===== src/rtl/i8254_rw_ctrl.sv =====
// i8254_rw_ctrl: per-counter access controller for an 8254-style timer.
// It decodes control words and assembles LSB/MSB initial-count writes into
// count_load. It also sequences count-latch, status-latch and live-count
// reads onto dout. It owns the rw/mode/bcd configuration and the null-count
// flag.
// Optional feature macro: I8254_READBACK_EN
//   When this macro is defined, SC=11 control words are read-back commands
//   that can latch the count and/or the status byte of this counter.
//   When it is undefined, SC=11 control words are ignored and no status
//   latch exists.
module i8254_rw_ctrl #(
  parameter int COUNTER_ID = 0
) (
  input  logic        clk,
  input  logic        rst_n,
  input  logic        cs,
  input  logic        wr,
  input  logic        rd,
  input  logic [1:0]  a,
  input  logic [7:0]  din,
  input  logic [15:0] cnt_in,
  input  logic        out_in,
  input  logic        load_ack,
  output logic [7:0]  dout,
  output logic        dout_valid,
  output logic [15:0] count_load,
  output logic        load_strobe,
  output logic [2:0]  mode,
  output logic        bcd,
  output logic        cfg_strobe
);

  localparam logic [1:0] CID = 2'(COUNTER_ID);

  typedef enum logic {IDLE, WR_MSB_PEND} wr_state_t;
  typedef enum logic {RD_LSB, RD_MSB}    rd_state_t;

  wr_state_t   wr_state_reg, wr_state_next;
  rd_state_t   rd_state_reg, rd_state_next;
  logic [1:0]  rw_reg, rw_next;
  logic [2:0]  mode_reg, mode_next;
  logic        bcd_reg, bcd_next;
  logic        null_count_reg, null_count_next;
  logic [7:0]  lsb_reg, lsb_next;
  logic [15:0] cnt_latch_reg, cnt_latch_next;
  logic        cnt_latched_reg, cnt_latched_next;
  logic [15:0] count_load_reg, count_load_next;
  logic        load_strobe_reg, load_strobe_next;
  logic        cfg_strobe_reg, cfg_strobe_next;
  logic [7:0]  dout_reg, dout_next;
  logic        dout_valid_reg, dout_valid_next;

  logic        do_wr;
  logic        do_rd;
  logic [15:0] rd_src;
  logic        take_status;

  // A write wins over a simultaneous read; the read is simply dropped.
  assign do_wr  = cs & wr;
  assign do_rd  = cs & rd & ~wr;
  // Count reads come from the latch while one is held, else the live count.
  assign rd_src = cnt_latched_reg ? cnt_latch_reg : cnt_in;

`ifdef I8254_READBACK_EN
  localparam int RB_BIT = 1 + COUNTER_ID;
  logic [7:0] status_latch_reg, status_latch_next;
  logic       status_latched_reg, status_latched_next;
  logic [7:0] status_byte;

  assign status_byte = {out_in, null_count_reg, rw_reg, mode_reg, bcd_reg};
  assign take_status = status_latched_reg;

  // Status latch register, only present with read-back support.
  always_ff @(posedge clk) begin
    if (!rst_n) begin
      status_latch_reg   <= 8'h00;
      status_latched_reg <= 1'b0;
    end else begin
      status_latch_reg   <= status_latch_next;
      status_latched_reg <= status_latched_next;
    end
  end
`else
  logic unused_out_in;
  assign unused_out_in = out_in;
  assign take_status   = 1'b0;
`endif

  // State and output registers; reset discards any pending byte or latch.
  always_ff @(posedge clk) begin
    if (!rst_n) begin
      wr_state_reg    <= IDLE;
      rd_state_reg    <= RD_LSB;
      rw_reg          <= 2'b00;
      mode_reg        <= 3'd0;
      bcd_reg         <= 1'b0;
      null_count_reg  <= 1'b0;
      lsb_reg         <= 8'h00;
      cnt_latch_reg   <= 16'h0000;
      cnt_latched_reg <= 1'b0;
      count_load_reg  <= 16'h0000;
      load_strobe_reg <= 1'b0;
      cfg_strobe_reg  <= 1'b0;
      dout_reg        <= 8'h00;
      dout_valid_reg  <= 1'b0;
    end else begin
      wr_state_reg    <= wr_state_next;
      rd_state_reg    <= rd_state_next;
      rw_reg          <= rw_next;
      mode_reg        <= mode_next;
      bcd_reg         <= bcd_next;
      null_count_reg  <= null_count_next;
      lsb_reg         <= lsb_next;
      cnt_latch_reg   <= cnt_latch_next;
      cnt_latched_reg <= cnt_latched_next;
      count_load_reg  <= count_load_next;
      load_strobe_reg <= load_strobe_next;
      cfg_strobe_reg  <= cfg_strobe_next;
      dout_reg        <= dout_next;
      dout_valid_reg  <= dout_valid_next;
    end
  end

  // Next-state logic: control word decode, count write sequencing, reads.
  always_comb begin
    wr_state_next    = wr_state_reg;
    rd_state_next    = rd_state_reg;
    rw_next          = rw_reg;
    mode_next        = mode_reg;
    bcd_next         = bcd_reg;
    null_count_next  = null_count_reg;
    lsb_next         = lsb_reg;
    cnt_latch_next   = cnt_latch_reg;
    cnt_latched_next = cnt_latched_reg;
    count_load_next  = count_load_reg;
    load_strobe_next = 1'b0;
    cfg_strobe_next  = 1'b0;
    dout_next        = dout_reg;
    dout_valid_next  = 1'b0;
`ifdef I8254_READBACK_EN
    status_latch_next   = status_latch_reg;
    status_latched_next = status_latched_reg;
`endif

    // The counter acknowledging its load clears null count; a new load or
    // a new control word in the same cycle sets it again below.
    if (load_ack) begin
      null_count_next = 1'b0;
    end

    if (do_wr) begin
      if (a == 2'd3) begin
        if (din[7:6] == CID) begin
          if (din[5:4] == 2'b00) begin
            // Count latch command: a latch still being read is kept.
            if (!cnt_latched_reg) begin
              cnt_latch_next   = cnt_in;
              cnt_latched_next = 1'b1;
            end
          end else begin
            // Program: modes 6 and 7 alias to 2 and 3.
            rw_next          = din[5:4];
            mode_next        = (din[3] & din[2]) ? {1'b0, din[2:1]} : din[3:1];
            bcd_next         = din[0];
            null_count_next  = 1'b1;
            wr_state_next    = IDLE;
            rd_state_next    = RD_LSB;
            cnt_latched_next = 1'b0;
            cfg_strobe_next  = 1'b1;
`ifdef I8254_READBACK_EN
            status_latched_next = 1'b0;
`endif
          end
        end
`ifdef I8254_READBACK_EN
        else if (din[7:6] == 2'b11 && din[RB_BIT]) begin
          // Read-back: latch count and/or status; held latches are kept.
          if (!din[5] && !cnt_latched_reg) begin
            cnt_latch_next   = cnt_in;
            cnt_latched_next = 1'b1;
          end
          if (!din[4] && !status_latched_reg) begin
            status_latch_next   = status_byte;
            status_latched_next = 1'b1;
          end
        end
`endif
      end else if (a == CID) begin
        unique case (rw_reg)
          2'b01: begin
            count_load_next  = {8'h00, din};
            load_strobe_next = 1'b1;
            null_count_next  = 1'b1;
          end
          2'b10: begin
            count_load_next  = {din, 8'h00};
            load_strobe_next = 1'b1;
            null_count_next  = 1'b1;
          end
          2'b11: begin
            if (wr_state_reg == IDLE) begin
              lsb_next      = din;
              wr_state_next = WR_MSB_PEND;
            end else begin
              count_load_next  = {din, lsb_reg};
              load_strobe_next = 1'b1;
              null_count_next  = 1'b1;
              wr_state_next    = IDLE;
            end
          end
          default: begin
            // Unprogrammed counter: the write is ignored.
          end
        endcase
      end
    end else if (do_rd && a == CID) begin
      dout_valid_next = 1'b1;
      if (take_status) begin
        // A pending status byte is always returned first.
`ifdef I8254_READBACK_EN
        dout_next           = status_latch_reg;
        status_latched_next = 1'b0;
`endif
      end else begin
        unique case (rw_reg)
          2'b01: begin
            dout_next        = rd_src[7:0];
            cnt_latched_next = 1'b0;
          end
          2'b10: begin
            dout_next        = rd_src[15:8];
            cnt_latched_next = 1'b0;
          end
          2'b11: begin
            if (rd_state_reg == RD_LSB) begin
              dout_next     = rd_src[7:0];
              rd_state_next = RD_MSB;
            end else begin
              dout_next        = rd_src[15:8];
              rd_state_next    = RD_LSB;
              cnt_latched_next = 1'b0;
            end
          end
          default: begin
            dout_next = 8'h00;
          end
        endcase
      end
    end
  end

  assign dout        = dout_reg;
  assign dout_valid  = dout_valid_reg;
  assign count_load  = count_load_reg;
  assign load_strobe = load_strobe_reg;
  assign mode        = mode_reg;
  assign bcd         = bcd_reg;
  assign cfg_strobe  = cfg_strobe_reg;

endmodule


===== config.mk =====
export PLATFORM = sky130hd
export DESIGN_NAME = i8254_rw_ctrl
export DESIGN_NICKNAME = d
export VERILOG_FILES = /design/src/rtl/i8254_rw_ctrl.sv
export SDC_FILE = /design/constraint.sdc
export NUM_CORES = 1
export LEC_CHECK = 0
export BUFFER_PORTS_ARGS = -buffer_cell sky130_fd_sc_hd__buf_2
export CORE_ASPECT_RATIO = 1.1
export CORE_UTILIZATION = 50
export DETAILED_ROUTE_END_ITERATION = 16
export PLACE_DENSITY = 0.8
export SYNTH_ARGS = -nofsm -noshare
export SYNTH_HDL_FRONTEND = slang
export SYNTH_SLANG_ARGS = --single-unit

===== constraint.sdc =====
create_clock -name clk -period 3.5 [get_ports clk]
set_clock_uncertainty 0.1 [all_clocks]
set_input_delay 0 -clock clk [delete_from_list [all_inputs] [get_ports clk]]
set_output_delay 0 -clock clk [all_outputs]
set_load 0.1 [all_outputs]

==> metrics.md, run 1 <==
| Metric | Value |
|---|---|
| Actual slew at the worst max-slew pin | `1.136 ns` |
| Num CTS Buffers | `9` |
| Maximum number of pins on one net before global-route repair | `46` |
| Post-route DRC violation count | `0` |
| Setup Buffers After CTS | `0` |
| Area occupied by registers | `1201 sq um` |
| Min cycle time layout | `2.449 ns` |
| Die extent in y | `79.02 microns` |
| Share of synthesized flip-flops with an asynchronous set or reset | `0%` |
| HP Start | `a[1]` |
| Result of the run | `finished, final reports clean` |
| Most frequently used flop master after synthesis | `dfxtp_1` |
| Sequential share of power | `49.7%` |
| I/O pin count | `64` |
| Die Footprint | `5691 sq um` |
| Largest cells by area after synthesis | `dfxtp_1, mux2i_1, nand3_1, nand2_1, o21ai_0` |
| Path category of the worst min-delay check | `primary input to register` |
| Post-Route WL | `6455 microns` |
| Mapped Avg Cell Area | `around 8.9 sq um` |
| Final setup violation count | `0` |
| Number of antenna violations at the first check in global routing | `0` |
| Switching component of the power | `~0.33 mW` |
| Final-layout worst hold slack | `about 0.078 ns` |
| Wire length per cell | `roughly 14 microns` |
| Final instance area | `3476 sq um` |
| Number of synthesized flops with an enable pin | `0` |
| Kind of capture point of the worst setup path | `register` |
| Fill cell count | `376` |
| Synthesis-stage register bit count | `60` |
| Cell with the most instances after synthesis | `dfxtp_1` |
| Required time worst endpoint | `3.62 ns` |
| Number of buffers between clock root and the deepest sink | `2` |
| Master cell of the clock root buffer | `clkbuf_8` |
| Hold violation total from the final report | `0` |
| Worst VDD drop | `0.2317 mV` |
| Final cell count without fillers | `459` |
| Global-route wire length before repair | `10610 microns` |
| Remaining global-route overflow | `0` |
| Vias in the first global route | `2269` |
| Number of standard cells after synthesis | `302` |
| Startpoint of the most critical register-to-register path | `rw_reg[0]` |
| Number of rows in the core area | `27` |
| Total of buffers placed on input and output ports | `61` |
| Internal power | `1.049 mW` |
| FMAX | `408.3 MHz` |
| Area of the core | `5101 sq um` |
| Pwr Total | `about 1.4 mW` |
| Power Density | `395.9 nW/um^2` |
| CP startpoint kind | `register` |
| Start-to-end type of the worst setup path | `register to register` |
| Area growth, synth to finish | `28.91%` |
| Starting density of the core | `between 50% and 60%` |
| Proportion of power drawn by the clock network | `42.5%` |
| Router iterations before antenna repair | `4` |
| Post-layout net count | `423` |
| Register-to-Register Path Depth | `5` |
| Flop2flop setup slack | `1.05 ns` |
| Setup repair after global routing missed its margin | `no` |
| Post-cts gate resize count | `0` |
| Chip Width | `72.02 microns` |
| DPL Wire Length | `roughly 4000 microns` |
| Proportion of layout cells with a drive suffix above 1 | `22.22%` |
| Weighted congestion reported at the end of routability-driven placement | `around 0.75` |
| Number of H-tree levels | `3` |
| Sequential cell area fraction in the yosys report | `44.55%` |
| Overall fraction of global-route tracks in use | `around a quarter` |
| Routed vias | `between 2000 and 2500` |
| Clk slew on worst S/H paths | `0.07 ns` |
| Library cell occupying the most area in the post-synthesis netlist | `dfxtp_1` |
| MaxCap Viol Count | `0` |
| Antenna diode count | `0` |
| CP arrival | `between 2 and 3 ns` |
| Synth Cell Area | `approximately 2700 sq um` |
| Standard cell area after detailed placement | `3007 sq um` |
| Number of routed nets with antenna violations | `0` |
| Sink count of the clock tree | `60` |
| Distinct cells, synth | `36` |
| Slew HR | `around a quarter` |
| Number of pins exceeding their max-slew limit in the final report | `0` |
| Cell Count Post-Placement | `~420` |
| Final critical-path share of the clock period | `a little over two thirds` |
| Switching power share of the total | `23.80%` |
| Hold-fix buffers at CTS | `28` |
| Pleak | `around 1.4 nW` |
| Largest fanout of any net on the critical path | `25` |
| Comb pwr share | `7.7%` |
| Total negative slack for setup checks | `0 ns` |
| Net count after synthesis | `343` |
| Critical register-to-register path endpoint | `count_load[1]` |
| Depth of the worst hold-timing path | `4` |
| Area of combinational cells with multiple inputs | `1361 sq um` |
| Clock tree from TritonCTS | `built` |
| Most frequent cells after synthesis | `dfxtp_1, nand2_1, nand3_1` |
| Synthesis Warnings | `0` |
| DRT iter0 DRCs | `152` |
| Yosys top cell area share | `44.55%` |
| Worst-Skew Late Latency | `0.34 ns` |
| Via count normalized by instance count | `between 5 and 6` |
| End point of the most critical hold path | `rd_state_reg` |
[how the worst max path moves through the flow]
stage | start | endpoint | slack [ns] | cells after the start
after floorplan | rw_reg[0] | count_load[6] | 1.64 | 8
after global placement | rw_reg[0] | count_load[1] | 1.07 | 5
after detailed placement | rw_reg[0] | count_load[1] | 1.04 | 5
after CTS | rw_reg[0] | count_load[0] | 1.03 | 5
after global routing | rw_reg[0] | count_load[14] | 0.85 | 5
final | rw_reg[0] | count_load[1] | 1.05 | 5
[cell families (layout without fill, tap and decap cells)]
family / after synthesis / in the layout / synth area share [%]
DFF: 60 / 60 / 44.55
adders and majority gates: 8 / 8 / 3.712
buffers and inverters: 30 / 115 / 4.965
xor gates and xnor gates: 1 / 1 / 0.3249
AOI/OAI and AO/OA: 62 / 62 / 14.39
and+or+nand+nor: 116 / 116 / 22.78
muxes: 25 / 25 / 9.281
[area by class of cell]
class | instances | share of cell area [%]
Clock buffer | 13 | 4.860
Multi-Input combinational cell | 212 | 39.17
Inverter | 7 | 0.7559
Sequential cell | 60 | 34.56
Clock inverter | 3 | 0.5760
Tap cell | 72 | 2.592
Timing Repair Buffer | 92 | 17.49
[power by group through the flow]
stage	Sequential [mW]	Combinational [mW]	Clock, mW
2_1_floorplan	0.704	0.0430	0
3_3_place_gp	0.700	0.0787	0
3_5_place_dp	0.700	0.0807	0
4_1_cts	0.684	0.104	0.593
5_1_grt	0.684	0.115	0.618
6_report	0.684	0.107	0.585
[through the flow]
| stage | setup slack [ns] | utilization (%) |
|---|---|---|
| floorplan | 1.636 | - |
| global placement | 1.070 | 58.94 |
| detailed placement | 1.039 | 58.94 |
| CTS | 1.025 | 68.14 |
| global route | 0.8533 | 68.14 |
| finish | 1.051 | 68.14 |
[routing by layer]
| metal | GRT usage [%] | vias to the layer above | routed length (microns) |
|---|---|---|---|
| li1 | - | 1232 | - |
| met1 | 29.33 | 1137 | 2748 |
| met2 | 40.00 | 76 | 3242 |
| met3 | 5.964 | 16 | 311 |
| met4 | 13.14 | 0 | 153 |
| met5 | 0 | - | 0 |
[worst max-delay path, cell delays in order, from the launching register on]
cell and delay, ns:
dfxtp_1 0.34, ha_1 0.51, nor2b_1 0.29, or3_1 0.62, a211oi_1 0.39, nor3_1 0.08
[layout by cell type, fill, tap and decap left out, types with 2 or more instances in the layout]
cell           netlist  layout
a21oi_1             14      14
a22o_1               8       8
inv_1                7       7
a211oi_1             6       6
nand3b_1             2       2
mux2i_1             25      25
buf_4                0       3
nor4_1               2       2
clkinvlp_4           0       2
a211oi_2             2       2
nand3_1             30      30
ha_1                 8       8
buf_2                5      61
dlygate4sd3_1        0      28
nand4b_1             3       3
clkbuf_8             0      12
nand2_1             30      30
nor2_1              20      20
nor3b_1              9       9
o22ai_1              8       8
nor3_1              10      10
o21ai_0             21      21
dfxtp_1             60      60
Power figures use the tool's default switching activity.
==> run 2, diff against run 1 <==
--- a/config.mk
+++ b/config.mk
@@ -7,7 +7,7 @@
 export LEC_CHECK = 0
 export BUFFER_PORTS_ARGS = -buffer_cell sky130_fd_sc_hd__buf_2
 export CORE_ASPECT_RATIO = 1.1
-export CORE_UTILIZATION = 50
+export CORE_UTILIZATION = 48
 export DETAILED_ROUTE_END_ITERATION = 16
 export PLACE_DENSITY = 0.8
 export SYNTH_ARGS = -nofsm -noshare
==> constraint.sdc (replaced) <==
create_clock -name clk -period 2.05 [get_ports clk]
set_clock_uncertainty 0.1 [all_clocks]
set_input_delay 0 -clock clk [delete_from_list [all_inputs] [get_ports clk]]
set_output_delay 0 -clock clk [all_outputs]
set_load 0.1 [all_outputs]
==> run 2 against run 1 <==
  * Core utilization is 1.9 points lower
  * Non-clock buffer count increased by 9
  * Clock-buffer cell count down 2
  * Sequential share of layout area decreased by 0.93 points
  * Global-route usage fell by 0.57 points
  * Die area is 4.1% higher
  * Via count rose by 5.3%
  * Routed wire length up 4.1%
  * Critical path depth did not move
  * Worst setup slack lost 0.90 ns
  * Worst hold slack lost 0.064 ns
==> metrics.md, run 2 (synthesis gave the netlist of run 1 again) <==
| Metric | Value |
|---|---|
| Num CTS Buffers | `9 (unchanged)` |
| Overall fraction of global-route tracks in use | `23.83% (-0.57 points)` |
| I/O pin count | `64 (unchanged)` |
| Chip Width | `73.46 microns (+2.0%)` |
| Largest fanout of any net on the critical path | `9 (-64%)` |
| Switching power share of the total | `22.09% (-1.7 points)` |
| Weighted congestion reported at the end of routability-driven placement | `0.7441 (-0.77%)` |
| Worst VDD drop | `0.6292 mV (+170%)` |
| Remaining global-route overflow | `0 (unchanged)` |
| FMAX | `525.8 MHz (+29%)` |
| Final setup violation count | `0 (unchanged)` |
| Proportion of power drawn by the clock network | `46.4% (+3.9 points)` |
| Pleak | `1.430 nW (+4.9%)` |
| Most common library cell in the layout ignoring fill and taps | `buf_2` |
| Routed vias | `2592 (+5.3%)` |
| Final-layout worst hold slack | `0.01390 ns (-0.06410 ns)` |
| Kind of capture point of the worst setup path | `register` |
| Clk slew on worst S/H paths | `0.07 ns (about the same)` |
| Min cycle time layout | `1.902 ns (-0.5473 ns)` |
| Hold violation total from the final report | `0 (unchanged)` |
| Sequential share of power | `46.3% (-3.4 points)` |
| Post-Route WL | `6721 microns (+4.1%)` |
| Via count normalized by instance count | `5.503 (+2.6%)` |
| Post-layout net count | `432 (+2.1%)` |
| Slew HR | `63.82% (+40 points)` |
| Fill cell count | `438 (+16%)` |
| Flop2flop setup slack | `0.15 ns (-0.90 ns)` |
| Start-to-end type of the worst setup path | `register to register` |
| Number of pins exceeding their max-slew limit in the final report | `0 (unchanged)` |
| Comb pwr share | `7.2% (-0.5 points)` |
| Total negative slack for setup checks | `0 ns (unchanged)` |
| Standard cell area after detailed placement | `3070 sq um (+2.1%)` |
| Area of the core | `5395 sq um (+5.8%)` |
| Required time worst endpoint | `2.16 ns (-1.46 ns)` |
| Master cell of the clock root buffer | `clkbuf_8` |
| Pwr Total | `2.523 mW (+83%)` |
| Worst-Skew Late Latency | `0.34 ns (about the same)` |
| Switching component of the power | `0.5573 mW (+70%)` |
| Router iterations before antenna repair | `5 (+1)` |
| Post-route DRC violation count | `0 (unchanged)` |
| Area occupied by registers | `1201 sq um (unchanged)` |
| Path category of the worst min-delay check | `primary input to register` |
| CP arrival | `2.01 ns (-0.56 ns)` |
| Power Density | `706.4 nW/um^2 (+78%)` |
| Die Footprint | `5921 sq um (+4.1%)` |
| Actual slew at the worst max-slew pin | `0.5420 ns (-0.5940 ns)` |
| Result of the run | `finished, final reports clean` |
| Clock tree from TritonCTS | `built` |
| Number of antenna violations at the first check in global routing | `0 (unchanged)` |
| DRT iter0 DRCs | `264 (+74%)` |
| Starting density of the core | `49.98% (-2.9 points)` |
| Vias in the first global route | `2374 (+4.6%)` |
| Die extent in y | `80.61 microns (+2.0%)` |
| Total of buffers placed on input and output ports | `61 (unchanged)` |
| Final critical-path share of the clock period | `92.77% (+23 points)` |
| Wire length per cell | `14.27 microns (+1.5%)` |
| DPL Wire Length | `4294 microns (+8.1%)` |
| Final instance area | `3572 sq um (+2.8%)` |
| Maximum number of pins on one net before global-route repair | `45 (-2.2%)` |
| CP startpoint kind | `register` |
| MaxCap Viol Count | `0 (unchanged)` |
| Sink count of the clock tree | `60 (unchanged)` |
| Global-route wire length before repair | `10740 microns (+1.2%)` |
| Internal power | `1.966 mW (+88%)` |
| Setup repair after global routing missed its margin | `no` |
| Number of H-tree levels | `3 (unchanged)` |
| Number of routed nets with antenna violations | `0 (unchanged)` |
| Leading cell types in the layout, fill and taps excluded | `buf_2, dfxtp_1, nand2_1, nand3_1, dlygate4sd3_1` |
| Area of combinational cells with multiple inputs | `1361 sq um (unchanged)` |
| Antenna diode count | `0 (unchanged)` |
| Area growth, synth to finish | `32.48%` |
| Number of buffers between clock root and the deepest sink | `2 (unchanged)` |
| Proportion of layout cells with a drive suffix above 1 | `24.24% (+2.0 points)` |
| Number of rows in the core area | `28 (+3.7%)` |
## run 2: cell count changes in the layout (fill, tap and decap cells not counted)
cell / before / now
buf_4: 3 / 13
bufinv_16: 0 / 2
clkbuf_8: 12 / 10
clkinv_2: 1 / 3
clkinvlp_4: 2 / 0
dlygate4sd3_1: 28 / 27
## run 2: worst paths after layout
check | from | endpoint | depth (start not counted)
hold / removal | cs | dout_valid | 3
setup / recovery | rw_reg[0] | count_load[0] | 5
hold reg to reg | count_load[11] | count_load[11] | 2
setup reg to reg | rw_reg[0] | count_load[0] | 5
## run 2: stage by stage
step	util (%)	setup WS, ns	std cells
finish	66.21	0.1482	471
global route	66.21	0.05641	471
CTS	65.93	0.09694	469
detailed placement	56.91	0.1087	426
global placement	56.91	0.1593	426
floorplan	-	0.1855	302
## run 2: cell type report
| cell class | instances | area share [%] |
|---|---|---|
| Timing Repair Buffer | 101 | 18.84 |
| Sequential cell | 60 | 33.63 |
| Clock buffer | 11 | 3.958 |
| Tap cell | 75 | 2.627 |
| Multi-Input combinational cell | 212 | 38.11 |
| Clock inverter | 5 | 2.102 |
| Inverter | 7 | 0.7356 |
## run 2: timing repair
action                                  4_1_cts  5_1_grt
buffers inserted                              0        2
endpoints found under the setup margin        0        8
resized for setup                             0        0
endpoints found under the hold margin        42        0
hold buffers                                 27        0
## run 2: layer usage
metal / up-vias / wire, microns / share of wire, % / track usage (%)
met5: - / 0 / 0 / 0
met4: 0 / 143 / 2.1 / 10.00
met3: 17 / 424 / 6.3 / 7.152
met2: 112 / 3278 / 49 / 38.35
met1: 1207 / 2874 / 43 / 29.26
li1: 1256 / - / - / -
## run 2: power groups by stage
stage          Sequential, mW  Combinational (mW)  Clock, mW
2_1_floorplan            1.20              0.0735          0
3_3_place_gp             1.19               0.137          0
3_5_place_dp             1.20               0.140          0
4_1_cts                  1.17               0.180       1.18
5_1_grt                  1.17               0.199       1.25
6_report                 1.17               0.183       1.17
## run 2: critical path, cell delays in order (launching register included)
cell and delay [ns]:
dfxtp_1 0.38, inv_1 0.10, ha_1 0.25, or3_1 0.55, a211oi_1 0.32, nor3_1 0.07
